==> src/rtl/uart_rx_param.sv <==
// uart_rx_param -- oversampling UART receiver with one-word output buffer.
//
// Ports:
//   clk, rst     system clock (rising edge), synchronous active-high reset
//   rxd          asynchronous serial line, idle high
//   baud_div     clocks per baud tick minus 1
//   data_out     received word (LSB was sent first)
//   data_valid   data_out holds a word not yet taken by the consumer
//   data_ready   consumer accepts the word in data_out
//   frame_err    a stop bit of the word in data_out was sampled low
//   parity_err   parity check failed for the word in data_out
//   overrun      sticky: a completed frame was dropped because the buffer was full
//   busy         receiver is inside a frame (not IDLE, not BREAK)
module uart_rx_param #(
  parameter int DATA_BITS  = 8,
  parameter int OVERSAMPLE = 16,
  parameter int PARITY     = 0,
  parameter int STOP_BITS  = 1,
  parameter int DIV_W      = 16
) (
  input  logic                 clk,
  input  logic                 rst,
  input  logic                 rxd,
  input  logic [DIV_W-1:0]     baud_div,
  output logic [DATA_BITS-1:0] data_out,
  output logic                 data_valid,
  input  logic                 data_ready,
  output logic                 frame_err,
  output logic                 parity_err,
  output logic                 overrun,
  output logic                 busy
);

  localparam int OS_W  = $clog2(OVERSAMPLE);
  localparam int CNT_W = 4;
  localparam logic [OS_W-1:0]  OS_LAST  = OS_W'(OVERSAMPLE - 1);
  localparam logic [OS_W-1:0]  OS_HALF  = OS_W'(OVERSAMPLE / 2 - 1);
  localparam logic [CNT_W-1:0] DAT_LAST = CNT_W'(DATA_BITS - 1);
  localparam logic [CNT_W-1:0] STP_LAST = CNT_W'(STOP_BITS - 1);

  typedef enum logic [2:0] {
    S_IDLE, S_START, S_DATA, S_PARITY, S_STOP, S_BREAK
  } state_t;

  state_t               state;
  logic [1:0]           sync_q;
  logic                 rxs;
  logic [DIV_W-1:0]     div_cnt;
  logic                 tick;
  logic [OS_W-1:0]      os_cnt;
  logic [CNT_W-1:0]     bit_cnt;
  logic [DATA_BITS-1:0] shreg;
  logic                 fe_acc;
  logic                 pe_acc;
  logic                 start_clr;
  logic                 samp;
  logic                 complete;
  logic                 par_x;

  assign rxs       = sync_q[1];
  // >= rather than == so that shrinking baud_div mid-count wraps at once
  assign tick      = (div_cnt >= baud_div);
  assign start_clr = (state == S_IDLE) && !rxs;
  assign samp      = tick && (os_cnt == OS_LAST);
  assign complete  = (state == S_STOP) && samp && (bit_cnt == STP_LAST);
  assign par_x     = (^shreg) ^ rxs;

  always_ff @(posedge clk) begin
    if (rst) sync_q <= 2'b11;
    else     sync_q <= {sync_q[0], rxd};
  end

  always_ff @(posedge clk) begin
    if (rst || start_clr || tick) div_cnt <= '0;
    else                          div_cnt <= div_cnt + DIV_W'(1);
  end

  always_ff @(posedge clk) begin
    if (rst) begin
      state      <= S_IDLE;
      os_cnt     <= '0;
      bit_cnt    <= '0;
      shreg      <= '0;
      fe_acc     <= 1'b0;
      pe_acc     <= 1'b0;
      busy       <= 1'b0;
      data_out   <= '0;
      data_valid <= 1'b0;
      frame_err  <= 1'b0;
      parity_err <= 1'b0;
      overrun    <= 1'b0;
    end else begin
      case (state)
        S_IDLE: begin
          if (!rxs) begin
            state   <= S_START;
            os_cnt  <= '0;
            bit_cnt <= '0;
            fe_acc  <= 1'b0;
            pe_acc  <= 1'b0;
            busy    <= 1'b1;
          end
        end
        S_START: begin
          if (tick) begin
            if (os_cnt == OS_HALF) begin
              // Re-aligning the tick counter here puts every later sample
              // at the centre of its bit.
              os_cnt  <= '0;
              bit_cnt <= '0;
              if (rxs) begin
                state <= S_IDLE;
                busy  <= 1'b0;
              end else begin
                state <= S_DATA;
              end
            end else begin
              os_cnt <= os_cnt + OS_W'(1);
            end
          end
        end
        S_DATA: begin
          if (tick) begin
            if (os_cnt == OS_LAST) begin
              os_cnt <= '0;
              shreg  <= {rxs, shreg[DATA_BITS-1:1]};
              if (bit_cnt == DAT_LAST) begin
                bit_cnt <= '0;
                state   <= (PARITY != 0) ? S_PARITY : S_STOP;
              end else begin
                bit_cnt <= bit_cnt + CNT_W'(1);
              end
            end else begin
              os_cnt <= os_cnt + OS_W'(1);
            end
          end
        end
        S_PARITY: begin
          if (tick) begin
            if (os_cnt == OS_LAST) begin
              os_cnt  <= '0;
              bit_cnt <= '0;
              pe_acc  <= (PARITY == 1) ? ~par_x : par_x;
              state   <= S_STOP;
            end else begin
              os_cnt <= os_cnt + OS_W'(1);
            end
          end
        end
        S_STOP: begin
          if (tick) begin
            if (os_cnt == OS_LAST) begin
              os_cnt <= '0;
              fe_acc <= fe_acc | ~rxs;
              if (bit_cnt == STP_LAST) begin
                // A line still low at the last stop sample is a break:
                // park until it returns high so no bogus frames start.
                state   <= rxs ? S_IDLE : S_BREAK;
                bit_cnt <= '0;
                busy    <= 1'b0;
              end else begin
                bit_cnt <= bit_cnt + CNT_W'(1);
              end
            end else begin
              os_cnt <= os_cnt + OS_W'(1);
            end
          end
        end
        S_BREAK: begin
          if (rxs) state <= S_IDLE;
        end
        default: begin
          state <= S_IDLE;
          busy  <= 1'b0;
        end
      endcase

      // Output buffer: load on completion if empty or drained this cycle,
      // otherwise drop the frame and flag overrun.
      if (complete) begin
        if (!data_valid || data_ready) begin
          data_out   <= shreg;
          frame_err  <= fe_acc | ~rxs;
          parity_err <= pe_acc;
          data_valid <= 1'b1;
          if (data_valid) overrun <= 1'b0;
        end else begin
          overrun <= 1'b1;
        end
      end else if (data_valid && data_ready) begin
        data_valid <= 1'b0;
        overrun    <= 1'b0;
      end
    end
  end

endmodule

==> config.mk <==
export PLATFORM = sky130hd
export DESIGN_NAME = uart_rx_param
export DESIGN_NICKNAME = d
export VERILOG_FILES = /design/src/rtl/uart_rx_param.sv
export SDC_FILE = /design/constraint.sdc
export NUM_CORES = 1
export LEC_CHECK = 0
export ABC_CLOCK_PERIOD_IN_PS = 3200
export CORE_ASPECT_RATIO = 0.75
export CORE_MARGIN = 1
export CORE_UTILIZATION = 35
export DETAILED_ROUTE_END_ITERATION = 10
export HOLD_SLACK_MARGIN = 0.1
export SLEW_MARGIN = 10
export SYNTH_ARGS = -nofsm -noshare
export SYNTH_HDL_FRONTEND = slang
export SYNTH_SLANG_ARGS = --single-unit
export TNS_END_PERCENT = 30
==> constraint.sdc <==
create_clock -name clk -period 3.2 [get_ports clk]
set_clock_uncertainty 0.2 [all_clocks]
set_input_delay 0.32 -clock clk [delete_from_list [all_inputs] [get_ports clk]]
set_output_delay 0.32 -clock clk [all_outputs]
set_load 0.01 [all_outputs]
### Word-level counts from Yosys, hierarchy flattened

Cells that the tools add are included.
Widths: inputs -> output; s select.

* bits in registers: 52
* logic and storage cells: 129

* equality and inequality tests: 24
* bitwise operators: 4
* $add $sub $neg: 3
* reduce and logical (&&, ||, !) cells: 30
* mux-type cells: 53
* $lt $le $gt $ge: 1

Operators by type and width (number)
* $mux 4: 15
* $mux 3: 13
* $ne 2x2->1 const B: 11
* $pmux 4 s5: 1
* $mux 1: 18
* $pmux 3 s6: 1
* $add 16x1->16 const B: 1
* $ge 16x16->1: 1
* $pmux 4 s3: 1
* $reduce_and 12->1: 1
* $reduce_and 4->1: 3
* $reduce_and 10->1: 1
* $add 4x1->4 const B: 2
* $eq 4x3->1 const B: 2
* $ne 2x1->1 const B: 4
* $reduce_and 8->1: 1
* $reduce_xor 8->1: 1
* $eq 3x2->1 const B: 2
* $eq 3x3->1 const B: 2
* $reduce_and 2->1: 3
* $reduce_bool 2->1: 3
* $reduce_or 3->1: 2
* $logic_and 1x1->1: 5
* $reduce_bool 5->1: 1
* other kinds (15): 20

### Longest topological paths before layout

* word-level depth: 6
* gate-level depth with buffers: 11
* gate-level depth less buffers: 9

### Worst setup path after synthesis

Ideal clock, no wire load.

* kind: input -> register
* from: input baud_div[15]
* to: register frame_err
* setup time: 122 ps
* cell stages on the path: 10
* arrival: 2723 ps
* required time: 2878 ps
* path slack: 155 ps
* cell sequence: inv_1 > ha_1 > nand4_2 > nor3_2 > or4b_4 > and3_1 > buf_6 > or4b_4 > buf_6 > o311a_1

* longest elaborated chain between the ends: 5

Ends and longest elaborated chain
* start, declared: RTL line 24 `input logic [DIV_W-1:0] baud_div,`
* $ge 16x16->1: RTL line 62 `assign tick = (div_cnt >= baud_div);`
* $logic_and 1x1->1: RTL line 64 `assign samp = tick && (os_cnt == OS_LAST);`
* $logic_and 1x1->1 (2 in series): RTL line 65 `assign complete = (state == S_STOP) && samp && (bit_cnt == STP_LAST);`
* $reduce_and 2->1 (no line)
* end signal, assigned: RTL line 183 `frame_err <= fe_acc | ~rxs;`
* end, declared: RTL line 28 `output logic frame_err,`

Every way passes these cells.
A chain may end at the register's enable or synchronous reset.

### Worst setup path in the final report

* from: input baud_div[13]
* to: register data_out[6]

* longest elaborated chain between the ends: 5

Ends and longest elaborated chain
* $ge 16x16->1: RTL line 62
* $logic_and 1x1->1: RTL line 64
* $logic_and 1x1->1 (2 in series): RTL line 65
* $reduce_and 2->1 (no line)
* end signal, assigned: RTL line 182 `data_out <= shreg;`
* end, declared: RTL line 25 `output logic [DATA_BITS-1:0] data_out,`

Every way passes these cells.

==> results.json <==
{
  "status": "finished clean",
  "synth_largest_area_cell": "dfxtp_1",
  "syn2layout_area_growth_pct": 26.6,
  "max_slew_margin_pct": 65.1,
  "seqCellArea_um2": 1040,
  "vias": 2371,
  "cts_max_path_buffers": 2,
  "syn_area_per_cell_um2": 8.63,
  "drt_iter0_markers": 177,
  "power_density_nw_per_um2": 385,
  "yosysUniqueCellTypes": 45,
  "hold_class": "register to register",
  "rsz0062_at_grt": "false",
  "holdWs_ps": 221,
  "cap_violations": 0,
  "yosysMostFrequentCell": "dfxtp_1",
  "postCtsSetupBuffers": 0,
  "ys.flop_type": "dfxtp_1",
  "synth_edf_count": 0,
  "grt_max_degree": 26,
  "synth-seq-area-share_pct": 36.7,
  "synth_area_leaders": "dfxtp_1, ha_1, mux2i_1",
  "cellLeakagePower_nw": 1.45,
  "yosysWarnings": 0,
  "ys_ff_latch": 52,
  "fin_crit_sh_pct": 95.5,
  "async_flop_share_pct": 0,
  "die_w_um": 106,
  "grt_use_total_pct": 15.1,
  "die-height_um": 80.0,
  "cts_tree": "yes",
  "rows": 28,
  "clkPwrFrac_pct": 44.2,
  "synthesis.area_um2": 2840,
  "clk_latency_ps": 310,
  "numPortBuffers": 32,
  "routed_wl_um": 5880,
  "die_area_um2": 8480,
  "hold_viol_final": 0,
  "synthTopCellsByCount": "dfxtp_1, nor2_1, inv_1, nand2_1, ha_1",
  "finalPower_mw": 1.38,
  "max_clock_freq_mhz": 327,
  "worstMarginPinSlew_ps": 522,
  "cts_root_buffer": "clkbuf_8",
  "numCtsBuffers": 5,
  "start_util_pct": 36.0,
  "drv_slew": 0,
  "crit_arrival_ps": 3060,
  "place.gp.congestion": 0.792,
  "post-route-drc-count": 0,
  "grt_pass1_wl_um": 10300,
  "vdd_drop_max_mv": 0.176,
  "worstPathRequired_ps": 3200,
  "nFillCells": 776,
  "grt-ovfl-total": 0,
  "clkSinkCount": 52,
  "seqPwrFrac_pct": 47.8,
  "multi_input_area_um2": 1670,
  "grt_antenna_before_repair": 0,
  "viasPerCell": 4.94,
  "cts_max_level": 2,
  "drive_above_1_share_pct": 9.87,
  "core_um2": 7880,
  "swShare_pct": 20.3,
  "detail-route-antenna-nets": 0,
  "hpwl_um": 4360,
  "final-setup-viol-count": 0,
  "diodes": 0,
  "cp-end-kind": "register",
  "synth_top_area_share_pct": 36.7,
  "intPower_mw": 1.10,
  "ioPinCount": 33,
  "dr.pass1.iters": 4,
  "nets": 414,
  "clk_pin_slew_ps": 90,
  "power.switching_mw": 0.280,
  "criticalPathCategory": "input pin to register",
  "final.min_clock_period_ps": 3060,
  "cp_max_fo": 10,
  "synth.net_count": 369,
  "synthCells": 329,
  "start_kind": "input pin",
  "wire_per_inst_um": 12.2,
  "grt_pass1_vias": 2283,
  "pwr-share-comb_pct": 8.0
}
[cell usage in the layout (no fill, tap or decap), types with 2 or more instances in the layout]
master / synthesis / layout
or2_2: 2 / 2
nor2_1: 48 / 48
nand2_1: 23 / 23
a21oi_1: 11 / 11
nand2b_1: 3 / 3
nor3b_1: 3 / 3
clkbuf_8: 0 / 5
nor3_1: 8 / 8
clkdlybuf4s50_1: 0 / 32
or4b_4: 2 / 2
buf_12: 0 / 4
buf_4: 0 / 14
nor2b_1: 3 / 3
xor2_1: 11 / 11
o21a_1: 3 / 3
nor4b_1: 3 / 3
inv_1: 23 / 23
o21ai_0: 11 / 11
mux2i_1: 19 / 19
and3_1: 5 / 5
nand3_1: 13 / 13
nand4_1: 3 / 3
dfxtp_1: 52 / 52
or4_1: 3 / 3
o211ai_1: 6 / 6
a31oi_1: 4 / 3
bufinv_16: 0 / 3
ha_1: 20 / 20
o31ai_1: 4 / 4
xnor2_1: 16 / 16
[routing by layer]
metal  track usage (%)  wire length [um]
met1              21.0              3130
met2              24.0              2500
met3              2.69               194
met4              4.31                52
met5                 0                 0
[worst max-delay path: stages]
cell             delay [ps]
clkdlybuf4s50_1         460
inv_1                    40
ha_1                    300
nand4_2                 130
nor3_2                  150
or4b_4                  510
and3_1                  220
or4b_4                  570
buf_12                  170
mux2i_1                 140
nor2_1                   50
[stage by stage]
stage / cells / TNS [ps] / util (%) / worst slack (ps) / area (um2)
after CTS: 480 / 0 / 45.3 / 82.6 / 3570
after floorplan: 329 / 0 / - / 155 / 2840
after global placement: 472 / -3460 / 43.3 / -191 / 3420
after global routing: 480 / 0 / 45.6 / 31.7 / 3590
final: 480 / 0 / 45.6 / 143 / 3590
after detailed placement: 472 / -4280 / 43.3 / -227 / 3420
[power groups by stage]
stage          sequential, mW  combinational [mW]  clock (mW)
2_1_floorplan           0.672              0.0547           0
3_3_place_gp            0.676               0.108           0
3_5_place_dp            0.676               0.110           0
4_1_cts                 0.661               0.111       0.626
5_1_grt                 0.663               0.124       0.647
6_report                0.661               0.111       0.611
[registers in the layout (all words and copies together) (netlist names)]
name and count:
pe_acc 1, data_out 8, parity_err 1, bit_cnt 4
fe_acc 1, state 3, overrun 1, div_cnt 16
data_valid 1, shreg 8, os_cnt 4, frame_err 1
busy 1, sync_q 2
[path summary, 6_finish.rpt]
kind / start / endpoint / slack [ps] / cells past startpoint
hold / removal: sync_q[0]$_SDFF_PP1_ / sync_q[1]$_SDFF_PP1_ / 220 / 1
setup reg to reg: div_cnt[0]$_SDFF_PP0_ / data_out[6]$_SDFFE_PP0P_ / 220 / 11
setup / recovery: baud_div[13] / data_out[6]$_SDFFE_PP0P_ / 140 / 11
hold reg to reg: sync_q[0]$_SDFF_PP1_ / sync_q[1]$_SDFF_PP1_ / 220 / 1
[timing repair]
action                                  in CTS  in global routing
hold buffers                                 0                  0
endpoints found under the setup margin       0                 15
gates resized for setup                      0                  3
[area by class of cell]
class,instances,share of cell area [%]
Sequential cell,52,29.0
Clock inverter,3,2.51
Clock buffer,5,1.92
Timing Repair Buffer,50,14.1
Inverter,23,2.40
Tap cell,105,3.66
Multi-Input combinational cell,242,46.5
[kinds of logic after synthesis]
| logic type | share of synthesized area (%) |
|---|---|
| compound gates | 11.0 |
| simple gates | 22.9 |
| xor+xnor | 8.33 |
| buf+inv | 5.16 |
| mux | 7.10 |
| fa+ha+maj | 8.81 |
| flops | 36.7 |
Note: power is estimated with default switching activity, not from simulation.
